File: src/rtl/scm_1rw_burst_port.sv
// rtl/scm_1rw_burst_port.sv - single-port SCM controller merging word writes with a burst-read stream
//
// Owns the only address/write port of a 1RW latch-based SCM. Writes are always
// accepted and take the port. Burst reads fill a 2-entry output FIFO. The FIFO head
// drives the rd_* stream.
//
// Ports:
//   clk_i, rst_i                     clock, asynchronous active-high reset
//   req_valid_i/req_ready_o          burst request handshake
//   req_addr_i, req_len_i            burst start address, length minus one
//   abort_i                          cancel the current burst and flush buffered words
//   wr_valid_i, wr_addr_i, wr_data_i single-word write, always accepted
//   mem_we_o, mem_addr_o,
//   mem_wdata_o, mem_rdata_i         SCM port; read data is combinational from address
//   rd_valid_o/rd_ready_i,
//   rd_data_o, rd_last_o             output word stream
//   busy_o                           burst in progress (READ or DRAIN)
//   stall_cnt_o                      READ cycles without an issued read; present only
//                                    when SCM_1RW_BURST_PERF_EN is defined
module scm_1rw_burst_port #(
  parameter int WORD_WIDTH = 25,
  parameter int ROW_CNT    = 64,
  localparam int ADDR_WIDTH = $clog2(ROW_CNT)
) (
  input  logic                  clk_i,
  input  logic                  rst_i,
  input  logic                  req_valid_i,
  output logic                  req_ready_o,
  input  logic [ADDR_WIDTH-1:0] req_addr_i,
  input  logic [ADDR_WIDTH-1:0] req_len_i,
  input  logic                  abort_i,
  input  logic                  wr_valid_i,
  input  logic [ADDR_WIDTH-1:0] wr_addr_i,
  input  logic [WORD_WIDTH-1:0] wr_data_i,
  output logic                  mem_we_o,
  output logic [ADDR_WIDTH-1:0] mem_addr_o,
  output logic [WORD_WIDTH-1:0] mem_wdata_o,
  input  logic [WORD_WIDTH-1:0] mem_rdata_i,
  output logic                  rd_valid_o,
  input  logic                  rd_ready_i,
  output logic [WORD_WIDTH-1:0] rd_data_o,
  output logic                  rd_last_o,
`ifdef SCM_1RW_BURST_PERF_EN
  output logic [31:0]           stall_cnt_o,
`endif
  output logic                  busy_o
);

  typedef enum logic [1:0] {S_IDLE, S_READ, S_DRAIN} state_t;

  state_t                  state_q, state_d;
  logic [ADDR_WIDTH-1:0]   addr_q, addr_d;
  logic [ADDR_WIDTH-1:0]   cnt_q, cnt_d;
  logic                    haz_valid_q, haz_valid_d;
  logic [ADDR_WIDTH-1:0]   haz_addr_q, haz_addr_d;
  logic [1:0]              fifo_cnt_q, fifo_cnt_d;
  logic [WORD_WIDTH-1:0]   data0_q, data0_d, data1_q, data1_d;
  logic                    last0_q, last0_d, last1_q, last1_d;

  logic       pop;
  logic       fifo_full;
  logic       hazard;
  logic       issue;
  logic       req_hs;
  logic [1:0] fifo_cnt_after_pop;

  assign pop       = (fifo_cnt_q != 2'd0) && rd_ready_i;
  // A full FIFO can still take a word when its head leaves in the same cycle.
  assign fifo_full = (fifo_cnt_q == 2'd2) && !pop;
  // The SCM only shows a write one cycle later, so reading that address now would
  // return stale data.
  assign hazard    = haz_valid_q && (haz_addr_q == addr_q);
  assign issue     = (state_q == S_READ) && !wr_valid_i && !fifo_full && !hazard && !abort_i;
  assign req_hs    = (state_q == S_IDLE) && req_valid_i;
  assign fifo_cnt_after_pop = fifo_cnt_q - {1'b0, pop};

  assign mem_we_o    = wr_valid_i;
  assign mem_addr_o  = wr_valid_i ? wr_addr_i : addr_q;
  assign mem_wdata_o = wr_data_i;

  assign req_ready_o = (state_q == S_IDLE);
  assign busy_o      = (state_q == S_READ) || (state_q == S_DRAIN);
  assign rd_valid_o  = (fifo_cnt_q != 2'd0);
  assign rd_data_o   = data0_q;
  assign rd_last_o   = last0_q;

  always_comb begin
    state_d     = state_q;
    addr_d      = addr_q;
    cnt_d       = cnt_q;
    haz_valid_d = wr_valid_i;
    haz_addr_d  = wr_addr_i;
    data0_d     = data0_q;
    data1_d     = data1_q;
    last0_d     = last0_q;
    last1_d     = last1_q;
    fifo_cnt_d  = fifo_cnt_after_pop + {1'b0, issue};

    if (pop) begin
      data0_d = data1_q;
      last0_d = last1_q;
    end
    if (issue) begin
      // The new word lands behind whatever is left after this cycle's pop.
      if (fifo_cnt_after_pop == 2'd0) begin
        data0_d = mem_rdata_i;
        last0_d = (cnt_q == '0);
      end else begin
        data1_d = mem_rdata_i;
        last1_d = (cnt_q == '0);
      end
    end

    case (state_q)
      S_IDLE: begin
        if (req_valid_i) begin
          addr_d  = req_addr_i;
          cnt_d   = req_len_i;
          state_d = S_READ;
        end
      end
      S_READ: begin
        if (abort_i) begin
          state_d = S_IDLE;
        end else if (issue) begin
          addr_d = addr_q + ADDR_WIDTH'(1);
          cnt_d  = cnt_q - ADDR_WIDTH'(1);
          if (cnt_q == '0) state_d = S_DRAIN;
        end
      end
      S_DRAIN: begin
        if (abort_i || (fifo_cnt_q == 2'd0)) state_d = S_IDLE;
      end
      default: state_d = S_IDLE;
    endcase

    if (abort_i && (state_q != S_IDLE)) fifo_cnt_d = 2'd0;
  end

  always_ff @(posedge clk_i or posedge rst_i) begin
    if (rst_i) begin
      state_q     <= S_IDLE;
      addr_q      <= '0;
      cnt_q       <= '0;
      haz_valid_q <= 1'b0;
      haz_addr_q  <= '0;
      fifo_cnt_q  <= 2'd0;
      data0_q     <= '0;
      data1_q     <= '0;
      last0_q     <= 1'b0;
      last1_q     <= 1'b0;
    end else begin
      state_q     <= state_d;
      addr_q      <= addr_d;
      cnt_q       <= cnt_d;
      haz_valid_q <= haz_valid_d;
      haz_addr_q  <= haz_addr_d;
      fifo_cnt_q  <= fifo_cnt_d;
      data0_q     <= data0_d;
      data1_q     <= data1_d;
      last0_q     <= last0_d;
      last1_q     <= last1_d;
    end
  end

`ifdef SCM_1RW_BURST_PERF_EN
  logic [31:0] stall_cnt_q, stall_cnt_d;

  always_comb begin
    stall_cnt_d = stall_cnt_q;
    if (req_hs) begin
      stall_cnt_d = 32'd0;
    end else if ((state_q == S_READ) && !issue && (stall_cnt_q != 32'hFFFF_FFFF)) begin
      stall_cnt_d = stall_cnt_q + 32'd1;
    end
  end

  always_ff @(posedge clk_i or posedge rst_i) begin
    if (rst_i) stall_cnt_q <= 32'd0;
    else       stall_cnt_q <= stall_cnt_d;
  end

  assign stall_cnt_o = stall_cnt_q;
`else
  logic unused_req_hs;
  assign unused_req_hs = req_hs;
`endif

endmodule
File: config.mk
export PLATFORM = sky130hd
export DESIGN_NAME = scm_1rw_burst_port
export DESIGN_NICKNAME = d
export VERILOG_FILES = /design/src/rtl/scm_1rw_burst_port.sv
export SDC_FILE = /design/constraint.sdc
export NUM_CORES = 1
export LEC_CHECK = 0
export BUFFER_PORTS_ARGS = -buffer_cell sky130_fd_sc_hd__buf_4
export CAP_MARGIN = 10
export CORE_ASPECT_RATIO = 2
export CORE_MARGIN = 4
export CORE_UTILIZATION = 54
export CTS_CLUSTER_DIAMETER = 30
export DETAILED_ROUTE_END_ITERATION = 16
export GPL_TIMING_DRIVEN = 0
export PLACE_DENSITY = 0.89
export RECOVER_POWER = 50
export SYNTH_ARGS = -nofsm -noshare
export SYNTH_HDL_FRONTEND = slang
export SYNTH_SLANG_ARGS = --single-unit
export TNS_END_PERCENT = 50
File: constraint.sdc
create_clock -name clk_i -period 7.3 [get_ports clk_i]
set_clock_uncertainty 0.15 [all_clocks]
set_input_delay 0.73 -clock clk_i [delete_from_list [all_inputs] [get_ports clk_i]]
set_output_delay 0.73 -clock clk_i [all_outputs]
set_load 0.02 [all_outputs]
==> Word-level counts from Yosys, hierarchy flattened <==
Index checks and enable logic that the tools add are counted.
{ "totals": {"reg_bits": 75, "latch_bits": 0, "ramBits": 0, "rom_bits": 0, "out_inout_bits": 61, "wordCells": 72, "n_memories": 0} }
{ "op_classes": {"n_addsub": 4, "n_mul": 0, "n_div": 0, "magnitude_cmp": 0, "eq_ne": 10, "shift": 0, "muxes": 22, "n_bitwise": 1, "reduce_logical": 25} }
{ "op_table": {"columns": ["operator", "n"], "rows": [
  ["$mux W25", 3],
  ["$mux W6", 7],
  ["$pmux W6 S2", 2],
  ["$mux W2", 6],
  ["$logic_and A1 B1 Y1", 8],
  ["$reduce_and A4 Y1", 2],
  ["$add A6 B1 Y6 const B", 1],
  ["$eq A6 B6 Y1", 1],
  ["$logic_not A2 Y1", 3],
  ["$logic_not A6 Y1", 1],
  ["$ne A2 B2 Y1 const B", 3],
  ["$pmux W2 S3", 1],
  ["$reduce_bool A2 Y1", 3],
  ["$sub A6 B1 Y6 const B", 1],
  ["$logic_not A1 Y1", 5],
  ["$eq A2 B2 Y1 const B", 2],
  ["$mux W1", 3],
  ["$ne A3 B2 Y1 const B", 1],
  ["$ne A3 B3 Y1 const B", 1],
  ["$add A2 B1 Y2", 1],
  ["$eq A2 B1 Y1 const B", 1],
  ["$logic_or A1 B1 Y1", 2],
  ["$ne A2 B1 Y1 const B", 1],
  ["$reduce_and A2 Y1", 1],
  ["other kinds (2)", 2]
]} }

==> Longest topological paths before layout <==
{ "logic_depth": {"depth_word": 11, "depth_mapped": 12} }

==> Least setup slack after synthesis <==
Ideal clock, no wire load.
{ "synth_path": {"path_type": "register to register", "start": "register fifo_cnt_q[1]", "end": "register data1_q[10]", "setup_time_ns": 0.125, "arrival_time_ns": 2.623, "required_time_ns": 7.025, "path_slack_ns": 4.403, "stages_incl_launch_ff": 12, "path_buffers": 3, "period_less_slack_ns": 2.897, "path_cell_list": "dfrtp_1 > or2_2 > clkbuf_1 > nand2_4 > buf_2 > inv_1 > ha_1 > xnor2_1 > nand2_1 > o211ai_4 > buf_6 > mux2_2"} }
{ "synth_via": {"elab_chain_len": 9} }
{ "synth_lines": {"columns": ["item", "line_no", "source"], "rows": [
  ["start: declaration", "56", "logic [1:0] fifo_cnt_q, fifo_cnt_d;"],
  ["start signal: assignment", "158", "fifo_cnt_q <= fifo_cnt_d;"],
  ["$reduce_bool A2 Y1 *", null, null],
  ["net rd_valid_o", "39", "output logic rd_valid_o,"],
  ["$logic_and A1 B1 Y1 *", "67", "assign pop = (fifo_cnt_q != 2'd0) && rd_ready_i;"],
  ["branches (longest 6 deep; another with $sub A2 B1 Y2)", null, null],
  ["$reduce_and A2 Y1 (no source line) *", null, null],
  ["end signal: assignment", "160", "data1_q <= data1_d;"],
  ["end: declaration", "57", "logic [WORD_WIDTH-1:0] data0_q, data0_d, data1_q, data1_d;"]
]} }
Mark *: on every way through the listed nets, which the timed path passes.
A chain may end at the register's enable or synchronous reset.

==> Worst setup path in the final report <==
{ "layout_path": {"start": "register fifo_cnt_q[1]", "end": "register data1_q[16]"} }
{ "layout_via": {"elab_chain_len": 9} }
{ "layout_lines": {"columns": ["item"], "rows": [
  ["branches (longest 8 deep; another with $sub A2 B1 Y2)"],
  ["$reduce_and A2 Y1 (no source line) *"]
]} }
Every way passes the cells marked *.

==> flow_summary.json <==
{
  "ant_nets": 0,
  "worst_slew_pin_slew_ns": 3.25,
  "area_growth_pct": 29.0,
  "initial_utilization_pct": 55.6,
  "core_mm2": 0.00694,
  "finalMaxSlewViolations": 76,
  "synthCells": 354,
  "dr_total_vias": 3081,
  "dr.pass1.iters": 4,
  "cts-hold-fix-buffers": 0,
  "row_count": 43,
  "hold_start": "last1_q",
  "synth_cell_type_count": 49,
  "min_period_ns": 3.15,
  "htree_levels": 3,
  "avgRoutedWirePerCell_um": 16.7,
  "dieArea_mm2": 0.00864,
  "die_height_um": 128,
  "critical_path.max_fanout": 10,
  "boundaryPins": 135,
  "cp.arrival_ns": 3.21,
  "port_buffers": 109,
  "drt_iter0_drc": 205,
  "clockBufferDepth": 2,
  "max_freq_ghz": 0.318,
  "syn_nets": 436,
  "grt_util_all_layers_pct": 22.6,
  "grt_pass1_vias": 3078,
  "cts_buffers": 9,
  "violations": "capacitance limit, slew limit",
  "cp-start-kind": "flop",
  "final_layout_size_suffix_gt1_share_pct": 37.8,
  "rsz0062_at_grt": "false",
  "r2r-end": "data1_q[16]",
  "grt_pass1_wl_um": 14700,
  "final_area_mm2": 0.00498,
  "p_leak_nw": 2.45,
  "cts_sinks": 75,
  "finalWirelength_um": 9530,
  "hold_depth": 2,
  "grt_start_max_net_pins": 76,
  "syn_area_mm2": 0.00386,
  "postCtsSetupRepairBufs": 0,
  "min_path_type": "reg2reg",
  "setup_viol": 0,
  "place_congestion": 0.911,
  "synth_edf_count": 0,
  "cap_violations": 1,
  "avgSynthCellArea_um2": 10.9,
  "relSlewSlack_pct": -118,
  "nNetsFinal": 556,
  "fill_cells": 532,
  "yosys_warnings": 0,
  "final_core_util_pct": 71.7,
  "critPathKind": "reg2reg",
  "place_hpwl_um": 7060,
  "grt_overflow_total": 0,
  "cts_root_buf": "clkbuf_16",
  "fin_setup_tns_ns": 0,
  "status": "complete, but fails checks",
  "hold_violations": 0,
  "cts_resized": 0,
  "worstReg2RegStart": "fifo_cnt_q[1]",
  "post-route-period-util_pct": 43.1,
  "ys_async_sr_fraction_pct": 100,
  "n_antenna_cell": 0,
  "ys_seq_elements": 75,
  "cp.required_ns": 7.36,
  "power.total_mw": 2.08,
  "rrSetupSlack_ns": 4.15,
  "clk_pin_slew_ns": 0.06,
  "min_to": "last1_q",
  "synth_flop_cell": "dfrtp_1",
  "worst_setup_path_end_kind": "flop",
  "insertion_delay_ns": 0.33,
  "antenna_found_initial": 0,
  "peakVddDrop_v": 0.000242,
  "cts_tree": "built",
  "place_area_mm2": 0.00479,
  "die_x_um": 67.8,
  "drc": 0,
  "multiInputGateArea_mm2": 0.00164,
  "yosysSeqAreaShare_pct": 48.6,
  "vias_per_cell": 5.41,
  "r2r_cells": 11,
  "regArea_mm2": 0.00188,
  "power.density_mw_per_mm2": 418
}
==> worst max path at each step <==
stage	slack (ns)	from	cells past startpoint	to
6_report	4.15	fifo_cnt_q[1]	11	data1_q[16]
5_1_grt	3.83	rst_i	2	data1_q[1]
4_1_cts	4.12	fifo_cnt_q[1]	11	data1_q[16]
3_5_place_dp	4.13	rd_ready_i	10	data1_q[11]
3_3_place_gp	3.74	rst_i	2	rd_data_o[5]
2_1_floorplan	4.40	fifo_cnt_q[1]	11	data1_q[10]
==> metrics by stage <==
stage	setup slack, ns	hold slack [ns]	cells
after floorplan	4.40	0.296	354
after global placement	3.74	0.311	553
after detailed placement	4.13	0.328	553
after CTS	4.12	0.354	569
after global routing	3.83	0.365	569
final	4.15	0.354	569
==> layer usage <==
metal | wire (um) | share of wire, % | track usage, % | vias up
li1 | - | - | - | 1458
met1 | 3220 | 34 | 23.6 | 1496
met2 | 5610 | 59 | 42.6 | 111
met3 | 533 | 5.6 | 4.93 | 16
met4 | 167 | 1.8 | 7.27 | 0
met5 | 0 | 0 | 0 | -
==> where the power goes <==
group	switching, mW	internal (mW)	leakage [nW]
logic	0.533	0.403	1.42
registers	0.126	0.610	0.893
clock network	0.164	0.246	0.141
total	0.822	1.26	2.45
==> area by class of cell <==
type	instances	share of cell area, %
plain buffers	42	5.91
clock buffers	11	5.08
clock inverters	5	0.553
inverters	12	0.930
multi-input cells	225	33.0
flip-flops and latches	75	37.7
well taps	90	2.26
repair buffers	109	14.6
==> cell usage after synthesis (all sizes together) (3+ instances only) <==
cell | number | area, um2
and3 | 3 | 18.8
nand4 | 4 | 31.3
inv | 12 | 45.1
o21ai | 9 | 48.8
nor3 | 7 | 35.0
buf | 37 | 275
nand2 | 13 | 56.3
xnor2 | 7 | 68.8
ha | 8 | 100
o211ai | 3 | 36.3
mux2i | 28 | 280
mux2 | 31 | 349
dfrtp | 75 | 1880
nand3 | 9 | 45.0
or3 | 3 | 18.8
nor2 | 38 | 143
a21oi | 34 | 170
nor4 | 4 | 40.0
clkbuf | 5 | 18.8
==> flip-flops by register name, indices dropped and copies added (netlist names) <==
signal       count
addr_q           6
cnt_q            6
data1_q         25
fifo_cnt_q       2
haz_addr_q       6
haz_valid_q      1
last1_q          1
rd_data_o       25
rd_last_o        1
state_q          2
==> cell usage in the layout, fill, tap and decap left out, drive strengths merged, types with 11 or more instances in the layout <==
cell    Yosys  final
a21oi      34     34
buf        37    115
clkbuf      5     47
dfrtp      75     75
inv        12     11
mux2       31     31
mux2i      28     28
nand2      13     13
nor2       38     38
==> cell families (layout without fill, tap and decap cells) <==
family / count (synthesis) / after routing / share of synthesized area, %
flops: 75 / 75 / 48.6
mux: 59 / 59 / 16.3
fa+ha+maj: 8 / 8 / 2.59
simple gates: 87 / 87 / 11.2
compound gates: 63 / 63 / 10.5
xor+xnor: 8 / 8 / 2.01
buf+inv: 54 / 179 / 8.79
==> worst max-delay path, cell delays in order (launching register included) <==
cell and delay [ns]:
dfrtp_1 0.39, or2_2 0.29, clkbuf_1 0.14, nand2_4 0.17, buf_2 0.34, inv_1 0.08
ha_1 0.20, xnor2_1 0.32, nand2_1 0.16, o211ai_4 0.20, buf_6 0.22, mux2_2 0.35
Note: power is estimated with default switching activity, not from simulation.
